===== src/rtl/apb_axi_bridge_pkg.sv =====
// rtl/apb_axi_bridge_pkg.sv - shared FSM encoding and AXI response codes for the APB to AXI4-Lite bridge
package apb_axi_bridge_pkg;

    typedef enum logic [2:0] {
        ST_IDLE    = 3'd0,
        ST_WR_REQ  = 3'd1,
        ST_WR_RESP = 3'd2,
        ST_RD_REQ  = 3'd3,
        ST_RD_RESP = 3'd4,
        ST_DONE    = 3'd5
    } state_t;

    localparam logic [1:0] RESP_OKAY   = 2'b00;
    localparam logic [1:0] RESP_EXOKAY = 2'b01;
    localparam logic [1:0] RESP_SLVERR = 2'b10;
    localparam logic [1:0] RESP_DECERR = 2'b11;

    // Both SLVERR and DECERR surface on APB as pslverr
    function automatic logic resp_is_error(input logic [1:0] resp);
        logic err;
        case (resp)
            RESP_OKAY, RESP_EXOKAY:   err = 1'b0;
            RESP_SLVERR, RESP_DECERR: err = 1'b1;
            default:                  err = 1'b1;
        endcase
        return err;
    endfunction

endpackage


===== src/rtl/apb_axi_lite_bridge.sv =====
// rtl/apb_axi_lite_bridge.sv - APB3 completer issuing one AXI4-Lite master transaction per transfer
module apb_axi_lite_bridge
    import apb_axi_bridge_pkg::*;
#(
    parameter int                    ADDR_WIDTH  = 32,
    parameter int                    DATA_WIDTH  = 32,
    parameter logic [ADDR_WIDTH-1:0] BASE_ADDR   = '0,
    parameter int                    WINDOW_SIZE = 1024
) (
    input  logic                  s_axi_clk,
    input  logic                  s_axi_aresetn,
    input  logic                  s_apb_psel,
    input  logic                  s_apb_penable,
    input  logic                  s_apb_pwrite,
    input  logic [ADDR_WIDTH-1:0] s_apb_paddr,
    input  logic [DATA_WIDTH-1:0] s_apb_pwdata,
    output logic                  s_apb_pready,
    output logic [DATA_WIDTH-1:0] s_apb_prdata,
    output logic                  s_apb_pslverr,
    output logic [ADDR_WIDTH-1:0] m_axi_awaddr,
    output logic                  m_axi_awvalid,
    input  logic                  m_axi_awready,
    output logic [DATA_WIDTH-1:0] m_axi_wdata,
    output logic                  m_axi_wvalid,
    input  logic                  m_axi_wready,
    input  logic [1:0]            m_axi_bresp,
    input  logic                  m_axi_bvalid,
    output logic                  m_axi_bready,
    output logic [ADDR_WIDTH-1:0] m_axi_araddr,
    output logic                  m_axi_arvalid,
    input  logic                  m_axi_arready,
    input  logic [DATA_WIDTH-1:0] m_axi_rdata,
    input  logic [1:0]            m_axi_rresp,
    input  logic                  m_axi_rvalid,
    output logic                  m_axi_rready
);

    // Offset is taken one bit wider so an address below BASE_ADDR lands far above the window
    localparam logic [ADDR_WIDTH:0] WIN_BASE = {1'b0, BASE_ADDR};
    localparam logic [ADDR_WIDTH:0] WIN_SIZE = (ADDR_WIDTH + 1)'(WINDOW_SIZE);

    state_t                state;
    logic [ADDR_WIDTH:0]   addr_off;
    logic                  in_window;
    logic                  aw_done;
    logic                  w_done;

    assign addr_off  = {1'b0, s_apb_paddr} - WIN_BASE;
    assign in_window = (addr_off < WIN_SIZE);
    assign aw_done   = !m_axi_awvalid || m_axi_awready;
    assign w_done    = !m_axi_wvalid  || m_axi_wready;

    always_ff @(posedge s_axi_clk or negedge s_axi_aresetn) begin
        if (!s_axi_aresetn) begin
            state         <= ST_IDLE;
            s_apb_pready  <= 1'b0;
            s_apb_pslverr <= 1'b0;
            s_apb_prdata  <= '0;
            m_axi_awaddr  <= '0;
            m_axi_araddr  <= '0;
            m_axi_wdata   <= '0;
            m_axi_awvalid <= 1'b0;
            m_axi_wvalid  <= 1'b0;
            m_axi_bready  <= 1'b0;
            m_axi_arvalid <= 1'b0;
            m_axi_rready  <= 1'b0;
        end else begin
            case (state)
                ST_IDLE: begin
                    if (s_apb_psel && !s_apb_penable) begin
                        m_axi_awaddr <= s_apb_paddr;
                        m_axi_araddr <= s_apb_paddr;
                        m_axi_wdata  <= s_apb_pwdata;
                        if (!in_window) begin
                            s_apb_pready  <= 1'b1;
                            s_apb_pslverr <= 1'b1;
                            s_apb_prdata  <= '0;
                            state         <= ST_DONE;
                        end else if (s_apb_pwrite) begin
                            m_axi_awvalid <= 1'b1;
                            m_axi_wvalid  <= 1'b1;
                            state         <= ST_WR_REQ;
                        end else begin
                            m_axi_arvalid <= 1'b1;
                            state         <= ST_RD_REQ;
                        end
                    end
                end
                ST_WR_REQ: begin
                    if (m_axi_awvalid && m_axi_awready) m_axi_awvalid <= 1'b0;
                    if (m_axi_wvalid && m_axi_wready)   m_axi_wvalid  <= 1'b0;
                    if (aw_done && w_done) begin
                        m_axi_bready <= 1'b1;
                        state        <= ST_WR_RESP;
                    end
                end
                ST_WR_RESP: begin
                    if (m_axi_bvalid) begin
                        m_axi_bready  <= 1'b0;
                        s_apb_pready  <= 1'b1;
                        s_apb_pslverr <= resp_is_error(m_axi_bresp);
                        s_apb_prdata  <= '0;
                        state         <= ST_DONE;
                    end
                end
                ST_RD_REQ: begin
                    if (m_axi_arready) begin
                        m_axi_arvalid <= 1'b0;
                        m_axi_rready  <= 1'b1;
                        state         <= ST_RD_RESP;
                    end
                end
                ST_RD_RESP: begin
                    if (m_axi_rvalid) begin
                        m_axi_rready  <= 1'b0;
                        s_apb_pready  <= 1'b1;
                        s_apb_pslverr <= resp_is_error(m_axi_rresp);
                        s_apb_prdata  <= m_axi_rdata;
                        state         <= ST_DONE;
                    end
                end
                ST_DONE: begin
                    s_apb_pready  <= 1'b0;
                    s_apb_pslverr <= 1'b0;
                    state         <= ST_IDLE;
                end
                default: state <= ST_IDLE;
            endcase
        end
    end

endmodule

===== config.mk =====
export PLATFORM = sky130hd
export DESIGN_NAME = apb_axi_lite_bridge
export DESIGN_NICKNAME = d
export VERILOG_FILES = /design/src/rtl/apb_axi_bridge_pkg.sv /design/src/rtl/apb_axi_lite_bridge.sv
export SDC_FILE = /design/constraint.sdc
export NUM_CORES = 1
export LEC_CHECK = 0
export ABC_AREA = 1
export BUFFER_PORTS_ARGS = -buffer_cell sky130_fd_sc_hd__buf_4
export CAP_MARGIN = 40
export CELL_PAD_IN_SITES_DETAIL_PLACEMENT = 1
export CELL_PAD_IN_SITES_GLOBAL_PLACEMENT = 1
export CORE_AREA = 8 8 126 140
export DETAILED_ROUTE_END_ITERATION = 6
export DIE_AREA = 0 0 134 148
export HOLD_SLACK_MARGIN = 0.05
export PLACE_DENSITY_LB_ADDON = 0.2
export SYNTH_ARGS = -nofsm -noshare
export SYNTH_HDL_FRONTEND = slang
export SYNTH_SLANG_ARGS = --single-unit

===== constraint.sdc =====
create_clock -name s_axi_clk -period 2.26 [get_ports s_axi_clk]
set_clock_uncertainty 0.1 [all_clocks]
set_input_delay 0.226 -clock s_axi_clk [delete_from_list [all_inputs] [get_ports s_axi_clk]]
set_output_delay 0.226 -clock s_axi_clk [all_outputs]
set_load 0.1 [all_outputs]

[Word level (Yosys, flattened, before mapping)]
Index checks and enable logic that the tools add are counted.
Storage, ports and cells
  bits in registers: 106
  input bits: 110
  output and inout bits: 135
  word-level logic and storage cells: 106
Cells by class
  magnitude comparators: 1
  equality and inequality tests: 22
  multiplexer cells: 41
  reduce and logical (&&, ||, !) cells: 31
Operator list (count)
  $mux W32: 4
  $pmux W32 S3: 1
  $lt A32 B11 Y1 const B: 1
  $reduce_and A5 Y1: 6
  $ne A2 B2 Y1 const B: 11
  $mux W1: 19
  $mux W3: 6
  $pmux W3 S5: 1
  $pmux W1 S2: 7
  $eq A2 B2 Y1 const B: 4
  $pmux W1 S4: 2
  $reduce_bool A2 Y1: 4
  $reduce_or A2 Y1: 4
  $eq A3 B2 Y1 const B: 2
  $eq A3 B3 Y1 const B: 2
  $reduce_and A3 Y1: 2
  $eq A2 B1 Y1 const B: 2
  $logic_and A1 B1 Y1: 4
  $logic_not A2 Y1: 2
  $reduce_bool A4 Y1: 1
  $eq A3 B1 Y1 const B: 1
  $logic_not A1 Y1: 3
  $logic_not A3 Y1: 1
  $reduce_bool A3 Y1: 1
  other kinds (3): 4

[Longest topological paths before layout]
  depth in word-level cells: 5
  gate-level depth with buffers: 10
  mapped depth without buffers: 10

[Worst setup path before layout]
No wires, ideal clock.
  path kind: register to register
  start: reg m_axi_awvalid
  end: reg state[2]
  setup time: 0.130 ns
  arrival time: 1.485 ns
  data required time: 2.030 ns
  setup slack: 0.545 ns
  cell stages (with the launch flop): 8
  path buffers: 0
  period minus slack after synthesis: 1.715 ns
  cells stage by stage: dfrtp_1 inv_1 o22ai_1 nand2_1 nand2_1 nor2_1 nand2_1 nand2_1
Between the ends
  longest elaborated chain between the ends: 5
RTL lines
  start, declared: line apb_axi_lite_bridge.sv:21  | output logic m_axi_awvalid,
  start signal, assigned: line apb_axi_lite_bridge.sv:62  | m_axi_awvalid <= 1'b0;
  start signal, assigned: line apb_axi_lite_bridge.sv:80  | m_axi_awvalid <= 1'b1;
  start signal, assigned: line apb_axi_lite_bridge.sv:90  | if (m_axi_awvalid && m_axi_awready) m_axi_awvalid <= 1'b0;
  $logic_not A1 Y1: line apb_axi_lite_bridge.sv:50  | assign aw_done = !m_axi_awvalid || m_axi_awready;
  $logic_or A1 B1 Y1: line apb_axi_lite_bridge.sv:50
  $logic_and A1 B1 Y1: line apb_axi_lite_bridge.sv:92  | if (aw_done && w_done) begin
  $ne A2 B2 Y1 (no source line)
  $reduce_and A5 Y1 (no source line)
  end signal, assigned: line apb_axi_lite_bridge.sv:55  | state <= ST_IDLE;
  end signal, assigned: line apb_axi_lite_bridge.sv:94  | state <= ST_WR_RESP;
  end signal, assigned: line apb_axi_lite_bridge.sv:103  | state <= ST_DONE;
  end, declared: line apb_axi_lite_bridge.sv:42  | state_t state;
Every way passes these cells.
A chain may end at the register's enable or synchronous reset.

[Worst setup path in the final report]
  start: in s_apb_paddr[21]
  end: reg s_apb_prdata[21]
Between the ends
  longest elaborated chain between the ends: 3
RTL lines
  start, declared: line apb_axi_lite_bridge.sv:15  | input logic [ADDR_WIDTH-1:0] s_apb_paddr,
  $lt A32 B11 Y1: line apb_axi_lite_bridge.sv:49  | assign in_window = (addr_off < WIN_SIZE);
  $ne A2 B2 Y1 (no source line)
  $reduce_and A5 Y1 (no source line)
  end signal, assigned: line apb_axi_lite_bridge.sv:118  | s_apb_prdata <= m_axi_rdata;
  end, declared: line apb_axi_lite_bridge.sv:18  | output logic [DATA_WIDTH-1:0] s_apb_prdata,
Every way passes these cells.

==> impl_metrics.toml <==
[run_status]
status = "finished, final reports clean"

[setup_path]
worstPathArrival_ns = 2.25
cp_max_fo = 17
path_buf_inv = 2
end_kind = "register"
start_kind = "primary input"
cp_top_family = "simple AND/OR/NAND/NOR gates"
cp_slowest_cell = "dlygate4sd3_1"
worstSetupPathType = "primary input to register"
crit_chain = "dlygate4sd3_1 -> buf_4 -> nor2_1 -> nand2_1 -> nor2_1 -> nand4_4 -> nand3_4 -> nand2_1 -> nand2_1"
crit_top_cell = "nand2_1"
cpPeakStageDelay_ns = 0.54
worstPathRequired_ns = 2.45

[routing]
ant_nets = 0
drt-pass1-iter-count = 4
drc = 0
drt_wl_total_um = 19300
drt_first_iter_violations = 162
vias_per_cell = 4.61
wl_per_cell_um = 19.8
dr_total_vias = 4503

[cts]
cts-root-buf = "clkbuf_16"
clk_path_buf_depth = 2
cts.sink_count = 106
cts_tree = "built"
clk_pin_slew_ns = 0.07
clk_latency_ns = 0.35
htree_levels = 3
cts_made_buffers = 9

[global_route]
antenna_found_initial = 1
grt_max_degree = 59
grt_first_pass_wirelength_um = 30000
grt_overflow = 0
track_usage = 0.193
first_global_vias = 5017

[logic_synthesis]
async_reset_ff_frac = 1.00
ys.flop_type = "dfrtp_1"
ys_seq_area_frac = 0.521
syn_avg_cell_area_um2 = 10.2
synth-edff-count = 0
ys_types = 25
netlist_area_um2 = 5100
syn_inst = 499
yosys_warnings = 0
syn-num-nets = 609
ys_seq_elements = 106

[die]
core_um2 = 15300
die_h_um = 148
start_util = 0.333
ios = 245
die_w_um = 134
placementRows = 48
dieArea_um2 = 19800

[sta]
finalSetupViolCount = 0
min_period_over_period = 0.908
slew-limit-headroom = 0.703
finalHoldViolCount = 0
maxSlewViolCount = 0
rsz0062_at_grt = "no"
tightest_slew_ns = 0.445
fmax_mhz = 487
min_period_ns = 2.05
setup_tns_ns = 0

[hold_path]
hold_class = "primary input to register"

[run]
maxCapViolCount = 0

[finish]
area_growth_pct = 54.6
layout.nets = 881
drive_gt1_frac = 0.446
final_core_util = 0.515

[placement]
dpl.hpwl_um = 12900
place_congestion = 0.782
io_buffers = 242
## registers in the layout, indices dropped and copies added, names as in the netlist
signal / flops
m_axi_araddr: 32
m_axi_wdata: 32
s_apb_prdata: 32
state: 3
m_axi_arvalid: 1
m_axi_awvalid: 1
m_axi_bready: 1
m_axi_rready: 1
m_axi_wvalid: 1
s_apb_pready: 1
s_apb_pslverr: 1
## worst paths after layout
path	start	end	slack (ns)	cells after the start
setup reg to reg	state[0]	m_axi_wdata[28]	0.33	6
hold / removal	s_apb_paddr[11]	m_axi_araddr[11]	0.06	3
max in group asynchronous	s_axi_aresetn	m_axi_araddr[9]	1.10	3
hold reg to reg	s_apb_prdata[14]	s_apb_prdata[14]	0.38	2
min in group asynchronous	s_axi_aresetn	m_axi_araddr[30]	0.27	2
setup / recovery	s_apb_paddr[21]	s_apb_prdata[21]	0.21	9
## placed cells by master (no fill, tap or decap), types with 2 or more instances in the layout
cell type      synthesis  final
buf_12                 0      4
nand2_1              105    104
bufinv_16              0      2
buf_4                 34    247
nand3_4                1      2
dlygate4sd3_1          0     63
mux2_4                36     36
a21oi_1                3      3
inv_1                 49     49
nand3_1                8      8
nand2_2                6      6
nor2_1                53     53
nand4_1               35     35
dfrtp_1              106    106
inv_2                  3      3
clkbuf_16              0      9
mux2_2                26     26
o21ai_0                5      5
nor2_4                 2      2
inv_6                  0      3
## repair_timing
action                                  4_1_cts  5_1_grt
hold buffers                                 63        0
buffers inserted                              0        0
resized for setup                             0        2
endpoints found under the setup margin        0       33
endpoints found under the hold margin        90        0
## kinds of logic after synthesis
| group | synth area share |
|---|---|
| simple gates | 0.187 |
| mux | 0.164 |
| buf+inv | 0.115 |
| compound gates | 0.0135 |
| flops | 0.521 |
## routing by layer
layer / vias to the layer above / part of all wire / GRT usage
met5: - / 0 / 0
met4: 0 / 0.012 / 0.0528
met3: 13 / 0.073 / 0.0513
met2: 179 / 0.51 / 0.337
met1: 2194 / 0.41 / 0.228
li1: 2117 / - / -
## cells in the mapped netlist (2+ instances only)
master    number  share of area
buf_2          7         0.0069
o21ai_0        5         0.0049
nor2_4         2         0.0044
dfrtp_1      106           0.52
mux2_4        36           0.11
nand4_1       35          0.043
inv_1         49          0.036
clkbuf_1       6         0.0044
buf_4         34          0.050
nand2_2        6         0.0074
buf_6          7          0.015
inv_2          3         0.0022
mux2_2        26          0.057
nand3_1        8         0.0079
a21oi_1        3         0.0029
nor2_1        53          0.039
nand2_1      105          0.077
## worst register-to-register path, delay by kind of cell, from the launching register on
| family | cells | cell delay [ns] |
|---|---|---|
| buffers and inverters | 2 | 0.39 |
| AND/OR/NAND/NOR | 3 | 0.56 |
| flip-flops | 1 | 0.43 |
| multiplexers | 1 | 0.33 |
## cell type report
type | instances | area, um^2
multi-input combinational | 288 | 1890
inverter | 52 | 195
sequential | 106 | 2650
clock inverter | 7 | 98.8
fill | 1682 | 7430
timing repair buffer | 314 | 2560
clock buffer | 9 | 225
antenna | 1 | 2.50
tap | 200 | 250
## per-stage QoR
| step | cells | cell area, um^2 | setup WS, ns | hold slack (ns) |
|---|---|---|---|---|
| 6_report | 977 | 7880 | 0.207 | 0.0632 |
| 3_3_place_gp | 896 | 6900 | 0.256 | 0.111 |
| 3_5_place_dp | 896 | 6900 | 0.201 | 0.115 |
| 2_1_floorplan | 499 | 5100 | 0.545 | -0.170 |
| 5_1_grt | 977 | 7880 | 0.0466 | 0.112 |
| 4_1_cts | 975 | 7850 | 0.0101 | 0.0550 |
Power is left out: the tool's default activity adds up to more than one toggle a clock period on the data nets, which glitch-free logic cannot reach.
